==> src/rtl/noc_client_inject.sv <==
// Client injection stage: per-VC 2-entry skid buffers, round-robin arbitration over
// VCs holding a flit and a credit, registered link output. Optional counters: NOC_CLIENT_INJECT_STATS_EN.
module noc_client_inject #(
    parameter int N             = 4,
    parameter int A_W           = 2,
    parameter int D_W           = 8,
    parameter int VC_W          = 2,
    parameter int VC_FIFO_DEPTH = 4
) (
    input  logic                           clk,
    input  logic                           rst,
    input  logic [VC_W-1:0]                i_v,
    input  logic [VC_W*(A_W+D_W+1)-1:0]    i_d,
    output logic [VC_W-1:0]                o_b,
    output logic [VC_W-1:0]                tx_v,
    output logic [A_W+D_W:0]               tx_d,
    input  logic [VC_W-1:0]                tx_credit
`ifdef NOC_CLIENT_INJECT_STATS_EN
    ,
    output logic [31:0]                    stat_flits,
    output logic [31:0]                    stat_credit_stalls
`endif
);

    localparam int FW = A_W + D_W + 1;
    localparam int CW = $clog2(VC_FIFO_DEPTH) + 1;
    localparam int PW = (VC_W > 1) ? $clog2(VC_W) : 1;
    localparam logic [CW-1:0] CRED_MAX = CW'(VC_FIFO_DEPTH - 1);

    logic [FW-1:0]   buf0     [VC_W];
    logic [FW-1:0]   buf1     [VC_W];
    logic [1:0]      occ      [VC_W];
    logic [1:0]      occ_nxt  [VC_W];
    logic [CW-1:0]   credit   [VC_W];
    logic [CW-1:0]   cred_sum [VC_W];
    logic [CW-1:0]   cred_nxt [VC_W];
    logic [PW-1:0]   rr_ptr;
    logic [PW-1:0]   scan;
    logic [PW-1:0]   grant_idx;
    logic            grant_any;
    logic [VC_W-1:0] elig;
    logic [VC_W-1:0] grant;
    logic [VC_W-1:0] accept;

    always_comb begin
        for (int unsigned i = 0; i < VC_W; i++) begin
            elig[i]   = (occ[i] != 2'd0) && (credit[i] != '0);
            accept[i] = i_v[i] & ~o_b[i];
        end
    end

    // First eligible VC at or after rr_ptr wins; rr_ptr always holds last_grant+1.
    always_comb begin
        grant     = '0;
        grant_idx = rr_ptr;
        grant_any = 1'b0;
        scan      = rr_ptr;
        for (int unsigned i = 0; i < VC_W; i++) begin
            scan = PW'((32'(rr_ptr) + i) % VC_W);
            if (!grant_any && elig[scan]) begin
                grant_any = 1'b1;
                grant_idx = scan;
            end
        end
        if (grant_any) grant[grant_idx] = 1'b1;
    end

    always_comb begin
        for (int unsigned i = 0; i < VC_W; i++) begin
            occ_nxt[i]  = occ[i] + {1'b0, accept[i]} - {1'b0, grant[i]};
            cred_sum[i] = credit[i] + CW'(tx_credit[i]) - CW'(grant[i]);
            cred_nxt[i] = (cred_sum[i] > CRED_MAX) ? CRED_MAX : cred_sum[i];
        end
    end

    always_ff @(posedge clk or negedge rst) begin
        if (!rst) begin
            for (int unsigned i = 0; i < VC_W; i++) begin
                buf0[i]   <= '0;
                buf1[i]   <= '0;
                occ[i]    <= 2'd0;
                credit[i] <= CRED_MAX;
            end
            o_b    <= '0;
            tx_v   <= '0;
            tx_d   <= '0;
            rr_ptr <= '0;
        end else begin
            tx_v <= grant;
            if (grant_any) begin
                tx_d   <= buf0[grant_idx];
                rr_ptr <= PW'((32'(grant_idx) + 1) % VC_W);
            end
            for (int unsigned i = 0; i < VC_W; i++) begin
                // buf0 is always the head; a pop shifts buf1 forward
                case ({accept[i], grant[i]})
                    2'b10: begin
                        if (occ[i] == 2'd0) buf0[i] <= i_d[i*FW +: FW];
                        else                buf1[i] <= i_d[i*FW +: FW];
                    end
                    2'b01: buf0[i] <= buf1[i];
                    2'b11: begin
                        if (occ[i] == 2'd1) begin
                            buf0[i] <= i_d[i*FW +: FW];
                        end else begin
                            buf0[i] <= buf1[i];
                            buf1[i] <= i_d[i*FW +: FW];
                        end
                    end
                    default: ;
                endcase
                occ[i]    <= occ_nxt[i];
                credit[i] <= cred_nxt[i];
                o_b[i]    <= (occ_nxt[i] == 2'd2);
            end
        end
    end

`ifdef NOC_CLIENT_INJECT_STATS_EN
    logic stall_any;

    always_comb begin
        stall_any = 1'b0;
        for (int unsigned i = 0; i < VC_W; i++)
            if (occ[i] != 2'd0 && credit[i] == '0) stall_any = 1'b1;
    end

    always_ff @(posedge clk or negedge rst) begin
        if (!rst) begin
            stat_flits         <= '0;
            stat_credit_stalls <= '0;
        end else begin
            if (grant_any) stat_flits         <= stat_flits + 32'd1;
            if (stall_any) stat_credit_stalls <= stat_credit_stalls + 32'd1;
        end
    end
`endif

    for (genvar k = 0; k < VC_W; k++) begin : g_chk
        a_credit_ovf: assert property (@(posedge clk) disable iff (!rst)
            !(tx_credit[k] && !grant[k] && credit[k] == CRED_MAX));
        a_dest_range: assert property (@(posedge clk) disable iff (!rst)
            !(accept[k] && 32'(i_d[k*FW + FW - 1 -: A_W]) >= N));
    end

endmodule

==> config.mk <==
export PLATFORM = sky130hd
export DESIGN_NAME = noc_client_inject
export DESIGN_NICKNAME = d
export VERILOG_FILES = /design/src/rtl/noc_client_inject.sv
export SDC_FILE = /design/constraint.sdc
export NUM_CORES = 1
export LEC_CHECK = 0
export BUFFER_PORTS_ARGS = -buffer_cell sky130_fd_sc_hd__buf_2
export CAP_MARGIN = 10
export CELL_PAD_IN_SITES_DETAIL_PLACEMENT = 0
export CELL_PAD_IN_SITES_GLOBAL_PLACEMENT = 2
export CORE_MARGIN = 3
export CORE_UTILIZATION = 42
export DETAILED_ROUTE_END_ITERATION = 16
export PLACE_DENSITY_LB_ADDON = 0.3
export SYNTH_ARGS = -nofsm -noshare
export SYNTH_HDL_FRONTEND = slang
export SYNTH_SLANG_ARGS = --single-unit
==> constraint.sdc <==
create_clock -name clk -period 7.9 [get_ports clk]
set_clock_uncertainty 0.2 [all_clocks]
set_input_delay 2.37 -clock clk [delete_from_list [all_inputs] [get_ports clk]]
set_output_delay 2.37 -clock clk [all_outputs]
set_load 0.02 [all_outputs]
# == Word level (Yosys, flattened, before mapping) ==
# Cells that the tools add are included.
# op_classes
eq_ne,16
mux,27
n_addsub,10
order_cmp,7
n_reduce_logical,19
bitwise,5
# ops
op,count
two-way mux 11 bit,11
case mux 11 bit (3 select lines),2
case mux 11 bit (2 select lines),2
"== test 2 bit, second input constant",6
"inequality test 2 bit, second input constant",6
nonzero test 3 bit,4
"== test 2 x 1 -> 1 bit, second input constant",4
two-way mux 1 bit,8
nonzero test 2 bit,4
adder 3 x 1 -> 3 bit,2
"greater-than comparator 3 x 2 -> 1 bit, second input constant",2
"less-than comparator 1 x 2 -> 1 bit, second input constant",3
two-way mux 3 bit,2
AND reduction 3 bit,2
subtractor 3 x 1 -> 3 bit,2
adder 2 x 1 -> 2 bit,2
logical AND 1 bit,4
zero test 2 bit,2
AND reduction 2 bit,2
subtractor 2 x 1 -> 2 bit,2
"adder 1 bit, second input constant",2
AND 1 bit,2
">= comparator 2 bit, second input constant",1
two-way mux 2 bit,1
5 further kinds,6
# word_totals
reg_bits,70

# == Depth between registers and ports, before layout ==
# depth
depth_word,16
mapped_depth,14

# == Worst setup path after synthesis ==
# Ideal clock, no wire load.
# synth_path
path_kind,in2reg
startpoint,input port i_v[1]
endpoint,register buf0[2] (netlist bit)
t_arrival_ns,3.652
path_buffers,1
setup_ns,0.128
slack_ns,3.920
cell_stages,8
path_cell_list,nand2b_1 -> inv_1 -> ha_1 -> clkbuf_1 -> nand4b_1 -> o211ai_1 -> mux2_2 -> mux2_1
# synth_via
elab_chain_cells,4
# synth_rtl
element,line_no,text
"start, declared",12,"input logic [VC_W-1:0] i_v,"
AND 1 bit *,48,accept[i] = i_v[i] & ~o_b[i];
== test 2 bit / == test 2 x 1 -> 1 bit (equally long branches),96,"case ({accept[i], grant[i]})"
inequality test 2 bit (no line) / nonzero test 3 bit (equally long branches),-,
AND reduction 2 bit (no line),-,
"end signal, assigned by index",98,if (occ[i] == 2'd0) buf0[i] <= i_d[i*FW +: FW];
"end signal, assigned by index",101,2'b01: buf0[i] <= buf1[i];
"end signal, assigned by index",104,buf0[i] <= i_d[i*FW +: FW];
"end, declared",30,logic [FW-1:0] buf0 [VC_W];
# Mark *: on every way between the ends. The rest lies on a longest branch, timed or not.
# A chain may end at the register's enable or synchronous reset.

# == Final worst setup path ==
# layout_path
startpoint,input port i_v[0]
endpoint,register buf0[21] (netlist bit)
# Same word-level chain as after synthesis.

==> impl_metrics.env <==
export IMPL_diodes=0
export IMPL_synth_top_family_by_area="multiplexers"
export IMPL_worst_setup_path_end_kind="flop"
export IMPL_die_h_microns=98.2
export IMPL_ys_ff_latch=70
export IMPL_synth_distinct_cells=36
export IMPL_via_per_inst=5.41
export IMPL_rsz0062_at_grt="false"
export IMPL_tns_ns=0
export IMPL_critPathLaunchType="input pin"
export IMPL_leakagePower_nw=1.82
export IMPL_drive_above_1_share=0.316
export IMPL_clk_pin_slew_ns=0.07
export IMPL_slew_violations=0
export IMPL_firstDrtPassIters=4
export IMPL_drc=0
export IMPL_synth_compound_area_frac=0.113
export IMPL_ir_worst_vdd_uv=175
export IMPL_chipWidth_microns=98.2
export IMPL_synthMuxAreaShare=0.151
export IMPL_hpwl_mm=4.71
export IMPL_fp_row_count=32
export IMPL_worst_pin_slew_ns=0.921
export IMPL_placed_area_sq_um=3850
export IMPL_cts_resized=0
export IMPL_antenna_found_initial=0
export IMPL_synth_enable_flop_cells=0
export IMPL_cts_buffers=9
export IMPL_relSlewSlack=0.382
export IMPL_power_density_nw_per_um2=492
export IMPL_cts_tree="built"
export IMPL_fin_crit_sh=0.538
export IMPL_cp_data_arrival_time_ns=4.33
export IMPL_grt_ovfl_total=0
export IMPL_postSynth_asyncResetShare=1.00
export IMPL_start_util=0.448
export IMPL_grt_pass1_vias=2543
export IMPL_clkLatencyLatePin_ns=0.34
export IMPL_synthToLayoutAreaGrowth_pct=14.1
export IMPL_ant_nets=0
export IMPL_dp_slack_ns=3.27
export IMPL_grt_usage=0.155
export IMPL_drtIter0Drc=79
export IMPL_fin_util=0.511
export IMPL_hp_class="flop to flop"
export IMPL_gp_congestion=0.723
export IMPL_min_period_ns=4.25
export IMPL_ctsLongestPathBuffers=2
export IMPL_mostFrequentLayoutCells="dfrtp_1, buf_2, mux2_2"
export IMPL_setup_slack_ns=3.65
export IMPL_die_area_sq_um=9640
export IMPL_vias=2417
export IMPL_setup_viol=0
export IMPL_hold_violations=0
export IMPL_criticalPathCategory="input pin to flop"
export IMPL_io_buffers=42
export IMPL_grt_pass1_wl_mm=12.1
export IMPL_cts_num_sinks=70
export IMPL_ios=43
export IMPL_hold_buffers=0
export IMPL_cts_htree_levels=3
export IMPL_seq_area_frac_synth=0.492
export IMPL_post_drt_wl_per_cell_microns=15.7
export IMPL_core_area_sq_um=7970
export IMPL_final_cell_area_sq_um=4070
export IMPL_syn_area_sq_um=3570
export IMPL_synth_xor_area_frac=0.0196
export IMPL_synthAdderAreaFrac=0.0638
export IMPL_fmax_ghz=0.235
export IMPL_syn_area_per_cell_sq_um=11.9
export IMPL_drv_cap=0
export IMPL_root_buffer="clkbuf_8"
export IMPL_wl_mm=7.04
export IMPL_yosysWarnings=0
export IMPL_status="complete, no violations"
export IMPL_crit_path_max_fanout=12
export IMPL_fin_nets=386
export IMPL_synth_flop_cell="dfrtp_1"
export IMPL_grt_max_degree=71
export IMPL_synthCells=300
export IMPL_final_common_cell="dfrtp_1"
export IMPL_synth_simple_area_share=0.123
export IMPL_cp_required_ns=7.98
export IMPL_post_cts_buffers=0
## registers in the layout, summed over array words and instances, names as in the netlist
signal	flops
buf1	22
tx_d	11
occ	4
o_b	2
tx_v	2
buf0	22
rr_ptr	1
credit	6
## final cells by class
type	instances	area, sq um
fill	748	3900
sequential	70	1760
multi-input combinational	203	1680
timing repair buffer	46	240
clock buffer	10	138
tap	102	128
clock inverter	5	83.8
inverter	11	41.3
## synthesized netlist by cell type (3+ instances only)
master,number,share of area
o22ai_1,11,0.019
mux2_2,33,0.10
inv_1,11,0.012
o21ai_0,3,0.0042
ha_1,15,0.053
nand2_1,28,0.029
dfrtp_1,66,0.46
dfstp_2,4,0.029
a221o_1,11,0.031
xnor2_1,6,0.015
nand2b_1,5,0.0088
o211ai_1,11,0.023
nor2_1,24,0.025
buf_2,6,0.0084
clkbuf_1,8,0.0084
mux2_1,5,0.016
nor2b_1,15,0.026
nand4b_1,11,0.027
mux2_4,6,0.025
## power breakdown
group | switching, W | total (W) | internal (W)
clock network | 0.000137 | 0.000322 | 0.000185
logic | 0.000504 | 0.000991 | 0.000487
registers | 0.000138 | 0.000688 | 0.000550
## worst max-delay path, stage by stage
cell	delay (ns)
buf_2	0.09
nand2b_1	0.15
inv_1	0.10
ha_1	0.20
o21a_1	0.14
nor2_1	0.65
a21boi_0	0.25
buf_4	0.22
a221o_1	0.16
## metrics by stage
stage               total power (W)  hold WS, ns  cells
detailed placement          0.00170        0.280    432
global placement            0.00168        0.274    432
CTS                         0.00204        0.298    447
floorplan                   0.00148        0.259    301
finish                      0.00200        0.292    447
global route                0.00218        0.324    447
## cell families after synthesis
kind of cell	Yosys count
AOI/OAI and AO/OA	46
muxes	46
DFF	70
buffers and inverters	28
adders and majority gates	17
other	1
and+or+nand+nor	84
xor gates and xnor gates	8
## final timing paths
kind	from	endpoint	slack, ns	depth (start not counted)
setup / recovery	i_v[0]	buf0[21]	3.65	9
hold / removal	buf0[4]	buf0[4]	0.29	1
hold reg to reg	buf0[4]	buf0[4]	0.29	1
setup reg to reg	occ[0]	buf1[7]	4.40	8
max in group asynchronous	rst	buf0[2]	4.88	2
min in group asynchronous	rst	tx_v[1]	2.02	2
## routing by layer
layer / wire length (microns) / vias up / share of wire / track usage
met5: 0 / - / 0 / 0
met4: 77 / 0 / 0.011 / 0.0378
met3: 302 / 5 / 0.043 / 0.0479
met2: 3420 / 44 / 0.49 / 0.256
met1: 3230 / 1226 / 0.46 / 0.201
li1: - / 1142 / - / -
Note: power is estimated with default switching activity, not from simulation.
